<file path="src/rtl/sample_tick_gen.sv">
// rtl/sample_tick_gen.sv - multi-channel phase-accumulator sample tick generator
// Optional SAMPLE_TICK_COUNT_EN adds per-channel 16-bit wrapping tick counters on tick_count.
module sample_tick_gen #(
    parameter int NUM_CH       = 4,
    parameter int ACC_WIDTH    = 32,
    parameter int CLK_FREQ     = 100_000_000,
    parameter int DEFAULT_RATE = 16384
) (
    input  logic                     clk_in,
    input  logic                     rst_in,
    input  logic [NUM_CH-1:0]        ch_en,
    input  logic                     sync_in,
    input  logic                     cfg_valid,
    input  logic [3:0]               cfg_ch,
    input  logic [ACC_WIDTH-1:0]     cfg_inc,
    output logic                     cfg_ready,
    output logic                     cfg_err,
    output logic [NUM_CH-1:0]        sample_tick
`ifdef SAMPLE_TICK_COUNT_EN
    ,
    output logic [NUM_CH*16-1:0]     tick_count
`endif
);

    localparam logic [127:0] DEF_NUM = 128'(DEFAULT_RATE) << ACC_WIDTH;
    localparam logic [ACC_WIDTH-1:0] DEFAULT_INC = ACC_WIDTH'(DEF_NUM / 128'(CLK_FREQ));

    typedef enum logic {
        S_IDLE,
        S_PENDING
    } state_t;

    state_t                 state_q, state_d;
    logic [3:0]             pend_ch_q, pend_ch_d;
    logic [ACC_WIDTH-1:0]   pend_inc_q, pend_inc_d;
    logic                   err_q, err_d;
    logic [NUM_CH-1:0]      tick_q, tick_d;
    logic [ACC_WIDTH-1:0]   acc_q [NUM_CH];
    logic [ACC_WIDTH-1:0]   acc_d [NUM_CH];
    logic [ACC_WIDTH-1:0]   inc_q [NUM_CH];
    logic [ACC_WIDTH-1:0]   inc_d [NUM_CH];
    logic [ACC_WIDTH:0]     sum [NUM_CH];
    logic [NUM_CH-1:0]      carry;

    for (genvar g = 0; g < NUM_CH; g++) begin : g_sum
        assign sum[g]   = {1'b0, acc_q[g]} + {1'b0, inc_q[g]};
        assign carry[g] = sum[g][ACC_WIDTH];
    end

    assign cfg_ready   = (state_q == S_IDLE);
    assign cfg_err     = err_q;
    assign sample_tick = tick_q;

    always_comb begin
        state_d    = state_q;
        pend_ch_d  = pend_ch_q;
        pend_inc_d = pend_inc_q;
        err_d      = 1'b0;
        tick_d     = '0;
        for (int i = 0; i < NUM_CH; i++) begin
            acc_d[i] = acc_q[i];
            inc_d[i] = inc_q[i];
            // sync wins over any carry: clear phase and swallow the tick
            if (sync_in) begin
                acc_d[i] = '0;
            end else if (ch_en[i]) begin
                acc_d[i]  = sum[i][ACC_WIDTH-1:0];
                tick_d[i] = carry[i];
            end
        end

        case (state_q)
            S_IDLE: begin
                if (cfg_valid) begin
                    if ({1'b0, cfg_ch} < 5'(NUM_CH)) begin
                        state_d    = S_PENDING;
                        pend_ch_d  = cfg_ch;
                        pend_inc_d = cfg_inc;
                    end else begin
                        err_d = 1'b1;
                    end
                end
            end
            S_PENDING: begin
                // load at a phase boundary so the rate change never glitches;
                // the accumulator keeps its remainder
                for (int i = 0; i < NUM_CH; i++) begin
                    if (pend_ch_q == 4'(i)) begin
                        if (sync_in || !ch_en[i] || carry[i]) begin
                            inc_d[i] = pend_inc_q;
                            state_d  = S_IDLE;
                        end
                    end
                end
            end
            default: state_d = S_IDLE;
        endcase
    end

    always_ff @(posedge clk_in or posedge rst_in) begin
        if (rst_in) begin
            state_q    <= S_IDLE;
            pend_ch_q  <= '0;
            pend_inc_q <= '0;
            err_q      <= 1'b0;
            tick_q     <= '0;
            for (int i = 0; i < NUM_CH; i++) begin
                acc_q[i] <= '0;
                inc_q[i] <= DEFAULT_INC;
            end
        end else begin
            state_q    <= state_d;
            pend_ch_q  <= pend_ch_d;
            pend_inc_q <= pend_inc_d;
            err_q      <= err_d;
            tick_q     <= tick_d;
            for (int i = 0; i < NUM_CH; i++) begin
                acc_q[i] <= acc_d[i];
                inc_q[i] <= inc_d[i];
            end
        end
    end

`ifdef SAMPLE_TICK_COUNT_EN
    logic [15:0] cnt_q [NUM_CH];
    logic [15:0] cnt_d [NUM_CH];

    always_comb begin
        for (int i = 0; i < NUM_CH; i++) begin
            cnt_d[i] = cnt_q[i];
            if (sync_in) begin
                cnt_d[i] = '0;
            end else if (tick_q[i]) begin
                cnt_d[i] = cnt_q[i] + 16'd1;
            end
        end
    end

    always_ff @(posedge clk_in or posedge rst_in) begin
        if (rst_in) begin
            for (int i = 0; i < NUM_CH; i++) begin
                cnt_q[i] <= '0;
            end
        end else begin
            for (int i = 0; i < NUM_CH; i++) begin
                cnt_q[i] <= cnt_d[i];
            end
        end
    end

    for (genvar g = 0; g < NUM_CH; g++) begin : g_cnt
        assign tick_count[g*16 +: 16] = cnt_q[g];
    end
`endif

endmodule

</file>
<file path="config.mk">
export PLATFORM = sky130hd
export DESIGN_NAME = sample_tick_gen
export DESIGN_NICKNAME = d
export VERILOG_FILES = /design/src/rtl/sample_tick_gen.sv
export SDC_FILE = /design/constraint.sdc
export NUM_CORES = 1
export LEC_CHECK = 0
export CAP_MARGIN = 20
export CORE_MARGIN = 5
export CORE_UTILIZATION = 30
export DETAILED_ROUTE_END_ITERATION = 7
export PLACE_DENSITY = 0.42
export REMOVE_ABC_BUFFERS = 1
export SYNTH_ARGS = -nofsm -noshare
export SYNTH_HDL_FRONTEND = slang
export SYNTH_SLANG_ARGS = --single-unit
</file>
<file path="constraint.sdc">
create_clock -name clk_in -period 27.9 [get_ports clk_in]
set_clock_uncertainty 0.2 [all_clocks]
set_input_delay 5.58 -clock clk_in [delete_from_list [all_inputs] [get_ports clk_in]]
set_output_delay 5.58 -clock clk_in [all_outputs]
set_load 0.05 [all_outputs]
</file>
==> metrics.txt, run 1 <==
dpl ws around 18 ns; TritonCTS clock tree yes; Post-synth EDFFs 0; Routed Antenna Nets 0; CTS root buffer clkbuf_16; mapped cell area ~18,000 sq um; H-tree depth 2; Die X ~260 um; Clk Latency, worst-skew pair between 0.5 and 0.6 ns; R2R depth 12; core area 60,020 sq um; clock period minus worst slack 8.779 ns; Final Slew Violations 0; FF+latch count, synth roughly 300; worst vdd ir 0.04439 mV; Critical Path Source rst_in; Final Wtd Congestion 0.8027; Hold Path Depth 2; Pleak slightly below 10 nW; crit path DAT 9.11 ns; DRT iter0 DRCs approximately 700; Mapped Avg Cell Area around 10 sq um; vias 13,360; final hold viol count 0; I/O Pins 50; hold path start acc_q[89]$_DFFE_PP0P_; CTS buffer count 39; CTS sink count roughly 300; Setup TNS 0 ns; Post-Layout Cell Count between 2,000 and 3,000; GR Overflow Total 0; die extent in y about 260 um; fillers about 6,000; critical path data required time roughly 28 ns; drt pass-1 iters 5; predominant post-synthesis flop cell dfrtp_1; CP startpoint kind primary input; f_max around 110 MHz; FF-to-FF Start inc_q[64]$_DFFE_PP1P_; I/O Buffers ~50; drt total wl slightly above 50,000 um; Rel. slew slack 24.22%; final setup violation count 0; Min Hold Slack about 0.28 ns; Crit. End Element asynchronous set/reset pin; Placed Cells between 2,000 and 3,000; RSZ-0062 raised after global routing no; Crit Path Class primary input to asynchronous set/reset pin; Area Growth Syn to Fin 14.83%; sequential share of the synthesized area a little over two fifths; register area between 7000 and 8000 sq um; detailed placer's ending HPWL 35,730 um; asr flop ratio synth 100.0%; hold buffer count at cts 0; cts repair resizes 0; Total GRT Usage 15.63%; layout cells sized above 1 17.59%; status completed; Post-route DRC 0; nets@finish about 1,900; Post-CTS Setup Inserts 0; Via density approximately 5.2; vias in the first global route 13,650; clk slew on worst S/H paths about 0.060 ns; initial core utilization between 30% and 40%; Final period util approximately a third; Die ar. roughly 65,000 sq um; pin count of the biggest net entering global routing 121; maximum clock path buffer count 3; antenna violations before repair 7; first-pass GRT wire length about 81,000 um; Pwr per Cell Area ~120 nW/um^2; Syn Inst Count 1,725; Cell variety after synth 82; row cnt 90; CP Max Fanout 120; post-layout util roughly a third; DR WL/cell 20.07 um; max-cap viol count 0; Worst Hold Class register to register; Worst-Margin Slew 1.137 ns; final setup margin between 15 and 20 ns; Yosys Warn Count 0; Multi-input gate area 10,080 sq um
==> cell usage after synthesis, types with 4 or more instances <==
cell type    n  share of area (%)
a211o_1      4               0.19
dfstp_2     48                7.0
or3_1        7               0.24
buf_2        7               0.19
o211ai_1     9               0.37
mux2i_1     61                3.4
a31o_2       4               0.19
o31ai_1      8               0.33
a31oi_1     24               0.83
a211oi_1    24                1.0
clkbuf_1    40               0.83
xnor2_1     46                2.2
dfrtp_1    250                 35
inv_1       47               0.98
a221o_1      4               0.22
nor2_1     153                3.2
nand4_1     17               0.59
and3_1      23               0.80
a21oi_1    118                3.3
nor4_1       4               0.14
mux2_2     130                8.1
o22ai_1      7               0.24
buf_6        6               0.37
o21ai_0     69                1.9
a22o_1      12               0.58
nor3_1      21               0.58
nor3b_1      5               0.21
o21a_1      18               0.75
nand3b_1     7               0.29
mux2_4      30                2.5
xor2_1      35                1.7
a21o_1      77                3.2
nor2b_1     15               0.52
o21bai_1    16               0.67
nand3_1     34               0.94
ha_1       128                8.9
buf_1       10               0.21
a21boi_0     9               0.37
nand2b_1    13               0.45
and2_1       9               0.31
a311o_1      8               0.44
fa_1         4               0.44
nand2_1     93                1.9
==> critical path, cell delays in order <==
cell and delay, ns:
clkdlybuf4s50_1 0.49, inv_8 0.57, buf_4 0.72, buf_4 0.74
buf_4 0.85
==> cells by family after synthesis <==
logic type / Yosys count / synth area share [%]
AO/OA/AOI/OAI: 462 / 17.36
AND/OR/NAND/NOR: 417 / 10.97
flip-flops: 298 / 41.64
multiplexers: 224 / 14.17
adder cells (fa/ha/maj): 132 / 9.315
buffers and inverters: 111 / 2.606
XOR/XNOR: 81 / 3.930
==> through the flow <==
stage	total power, W	area [sq um]
finish	0.002451	20730
CTS	0.002483	20710
global placement	0.001913	19350
floorplan	0.001618	17760
global route	0.002650	20720
detailed placement	0.001924	19350
==> layout by cell type, fill, tap and decap left out, types with 30 or more instances in the layout <==
master,Yosys,routed
dfrtp_1,250,250
nor2_1,153,153
mux2_2,130,130
ha_1,128,128
a21oi_1,118,118
nand2_1,93,93
a21o_1,77,77
o21ai_0,69,69
mux2i_1,61,61
dfstp_2,48,48
inv_1,47,46
xnor2_1,46,46
clkdlybuf4s50_1,0,46
clkbuf_16,0,39
xor2_1,35,35
nand3_1,34,34
mux2_4,30,30
==> worst paths after layout <==
| path | to | slack (ns) |
|---|---|---|
| max | inc_q[5]$_DFFE_PP0P_ | 19.12 |
| min | acc_q[89]$_DFFE_PP0P_ | 0.28 |
| max reg2reg | inc_q[68]$_DFFE_PP0P_ | 23.29 |
| min reg2reg | acc_q[89]$_DFFE_PP0P_ | 0.28 |
| max in group clk_in | inc_q[48]$_DFFE_PP0P_ | 19.58 |
| min in group asynchronous | pend_inc_q[0]$_DFFE_PP0P_ | 5.36 |
==> power by group <==
part	switching, W	leakage [nW]	internal, W	total (W)
Combinational	0.000598	5.39	0.000516	0.00111
Sequential	0.000166	3.73	0.000633	0.000800
Clock	0.000202	0.678	0.000335	0.000537
Total	0.000966	9.80	0.00148	0.00245
==> sequential cells by signal, indices dropped and copies added (netlist names) <==
register / flops
acc_q: 128
inc_q: 128
pend_inc_q: 32
pend_ch_q: 4
sample_tick: 4
cfg_err: 1
state_q: 1
==> cell type report <==
type / count / area share (%)
multi-input combinational: 1316 / 48.64
clock buffer: 51 / 5.360
clock inverter: 19 / 1.225
tap: 782 / 4.720
sequential: 298 / 36.26
antenna: 2 / 0.02414
inverter: 48 / 0.9054
timing repair buffer: 64 / 2.867
==> layer usage <==
metal | up-vias | wire (um) | global-route usage, %
met5 | - | 0 | 0
met4 | 0 | 1045 | 3.764
met3 | 64 | 2375 | 2.281
met2 | 246 | 22900 | 24.83
met1 | 6598 | 25450 | 22.60
li1 | 6454 | - | -
No activity file was read; power rests on OpenSTA's default activity.
==> run 2, diff against run 1 <==
PLACE_DENSITY = 0.43   (was 0.42)
clock period = 7.8 ns   (was 27.9 ns; I/O delays follow)
==> run 2 against run 1 <==
Die area stayed put. Largest cell class unchanged. Highest routed layer unchanged. Worst setup slack worse by 16 ns. Core utilization hardly changed. Largest power group unchanged. Count of clock-buffer cells in the layout shrank 6. Non-clock buffer count decreased by 1. Sequential share of layout area about the same. Cell area is essentially flat. Global-route usage is 0.51 points lower. Worst hold slack gained 0.0055 ns. Wire length down 3.9%. Critical path depth grew 7.
==> metrics.txt, run 2 (synthesized netlist as in run 1, its figures left out) <==
core area ~60,000 sq um; final setup violation count 0; GRT met3 Usage ~2.2%; Post-CTS Setup Inserts 0; drt total wl a little under 50,000 um; status completed; CTS buffer count 38; drt pass-1 iters 5; vias 13,170; clock period minus worst slack ~4.5 ns; Rel. slew slack 29.16%; cts repair resizes 0; Final Wtd Congestion 0.8391; CP top delay family compound AO/OA/AOI/OAI gates; H-tree depth 2; Clk Latency, worst-skew pair 0.57 ns; WP buf/inv 1; Design Area, Final between 20,000 and 25,000 sq um; Final Slew Violations 0; Post-Layout Cell Count around 2,600; Placed Cells 2,507; Worst Hold Class register to register; grt peak-use layer met2; final hold viol count 0; Via density approximately 5.1; final setup margin roughly 3.3 ns; clk slew on worst S/H paths approximately 0.06 ns; Routed Antenna Nets 0; Die ar. approximately 65,000 sq um; detailed placer's ending HPWL about 35,000 um; CP startpoint kind register; maximum clock path buffer count 3; die extent in y roughly 260 um; first-pass GRT wire length 79,450 um; nets@finish a little under 2,000; RSZ-0062 raised after global routing no; Final period util between 50 and 60%; layout cells sized above 1 17.55%; CTS sink count around 300; Largest regs acc_q (128), inc_q (128), pend_inc_q (32); vias in the first global route 13,460; CP max stage cell a21oi_4; initial core utilization 30.08%; Pleak between 9 and 10 nW; Post-route DRC 0; pin count of the biggest net entering global routing 152; Area Growth Syn to Fin 14.85%; I/O Pins 50; Die X between 200 and 300 um; GR Overflow Total 0; Worst-Margin Slew 1.059 ns; CTS root buffer clkbuf_16; I/O Buffers 49; CP Cell Sequence ha_1, inv_1, fa_1, nor2b_1, o21ai_1, a2111oi_0, nor2_1, a211o_1, and3_1, or3_4, a21oi_4, mux2_2; FF-to-FF setup slack around 3.3 ns; antenna violations before repair 3; most frequent cells in the layout 250 x dfrtp_1, 153 x nor2_1, 130 x mux2_2, 128 x ha_1, 118 x a21oi_1; CP Max Fanout 32; commonest non-fill, non-tap cell in the layout dfrtp_1; dpl ws 2.801 ns; max-cap viol count 0; met1 Use GR roughly 22%; Crit Path Class register to register; Ant. Diodes 0; TritonCTS clock tree yes; Area after DPL about 19,000 sq um; Crit. End Element register; critical path data required time around 8 ns; Final Power between 0.008 and 0.009 W; worst vdd ir about 0.15 mV; GR Util met2 between 20% and 30%; DR WL/cell about 19 um; hold buffer count at cts 0; DRT iter0 DRCs ~730; crit path DAT about 4.8 ns; Total GRT Usage between 10% and 20%; Pwr per Cell Area roughly 420 nW/um^2; f_max approximately 220 MHz; Crit path largest cell delay between 0.8 and 0.9 ns; row cnt 90
[run 2: changes by cell type in the layout (fill, tap and decap cells not counted), moves of 2 or more]
cell	previous run	this run
clkbuf_8	9	3
clkinv_4	0	2
clkinv_8	0	2
clkinvlp_4	2	5
diode_2	2	0
[run 2: path summary, 6_finish.rpt]
path | endpoint | start | cells after the start
min in group asynchronous | pend_inc_q[14]$_DFFE_PP0P_ | rst_in | 2
max reg2reg | inc_q[82]$_DFFE_PP0P_ | inc_q[64]$_DFFE_PP1P_ | 12
min reg2reg | inc_q[22]$_DFFE_PP0P_ | inc_q[22]$_DFFE_PP0P_ | 1
min | inc_q[22]$_DFFE_PP0P_ | inc_q[22]$_DFFE_PP0P_ | 1
max | inc_q[82]$_DFFE_PP0P_ | inc_q[64]$_DFFE_PP1P_ | 12
max in group asynchronous | acc_q[38]$_DFFE_PP0P_ | rst_in | 3
[run 2: layer usage]
layer	routed length [um]	part of all wire [%]	vias up
li1	-	-	6464
met1	25420	51	6444
met2	21730	44	197
met3	1564	3.1	61
met4	1032	2.1	0
met5	0	0	-
[run 2: area by class of cell]
class,instances,area (sq um)
Multi-Input combinational cell,1316,10080
Fill cell,6078,39290
Tap cell,782,978.4
Clock inverter,25,342.8
Inverter,48,187.7
Clock buffer,45,1028
Sequential cell,298,7517
Timing Repair Buffer,63,595.6
[run 2: metrics by stage]
stage | setup TNS [ns] | hold slack [ns] | utilization (%)
floorplan | -528.27 | 0.2552 | -
global placement | 0 | 0.2712 | 32.26
detailed placement | 0 | 0.2827 | 32.26
CTS | 0 | 0.2959 | 34.54
global route | 0 | 0.3106 | 34.54
finish | 0 | 0.2899 | 34.54
[run 2: report_power, final]
group / switching [W] / internal (W) / total, W
Combinational: 0.00212 / 0.00184 / 0.00396
Clock: 0.000742 / 0.00118 / 0.00193
Sequential: 0.000565 / 0.00227 / 0.00283
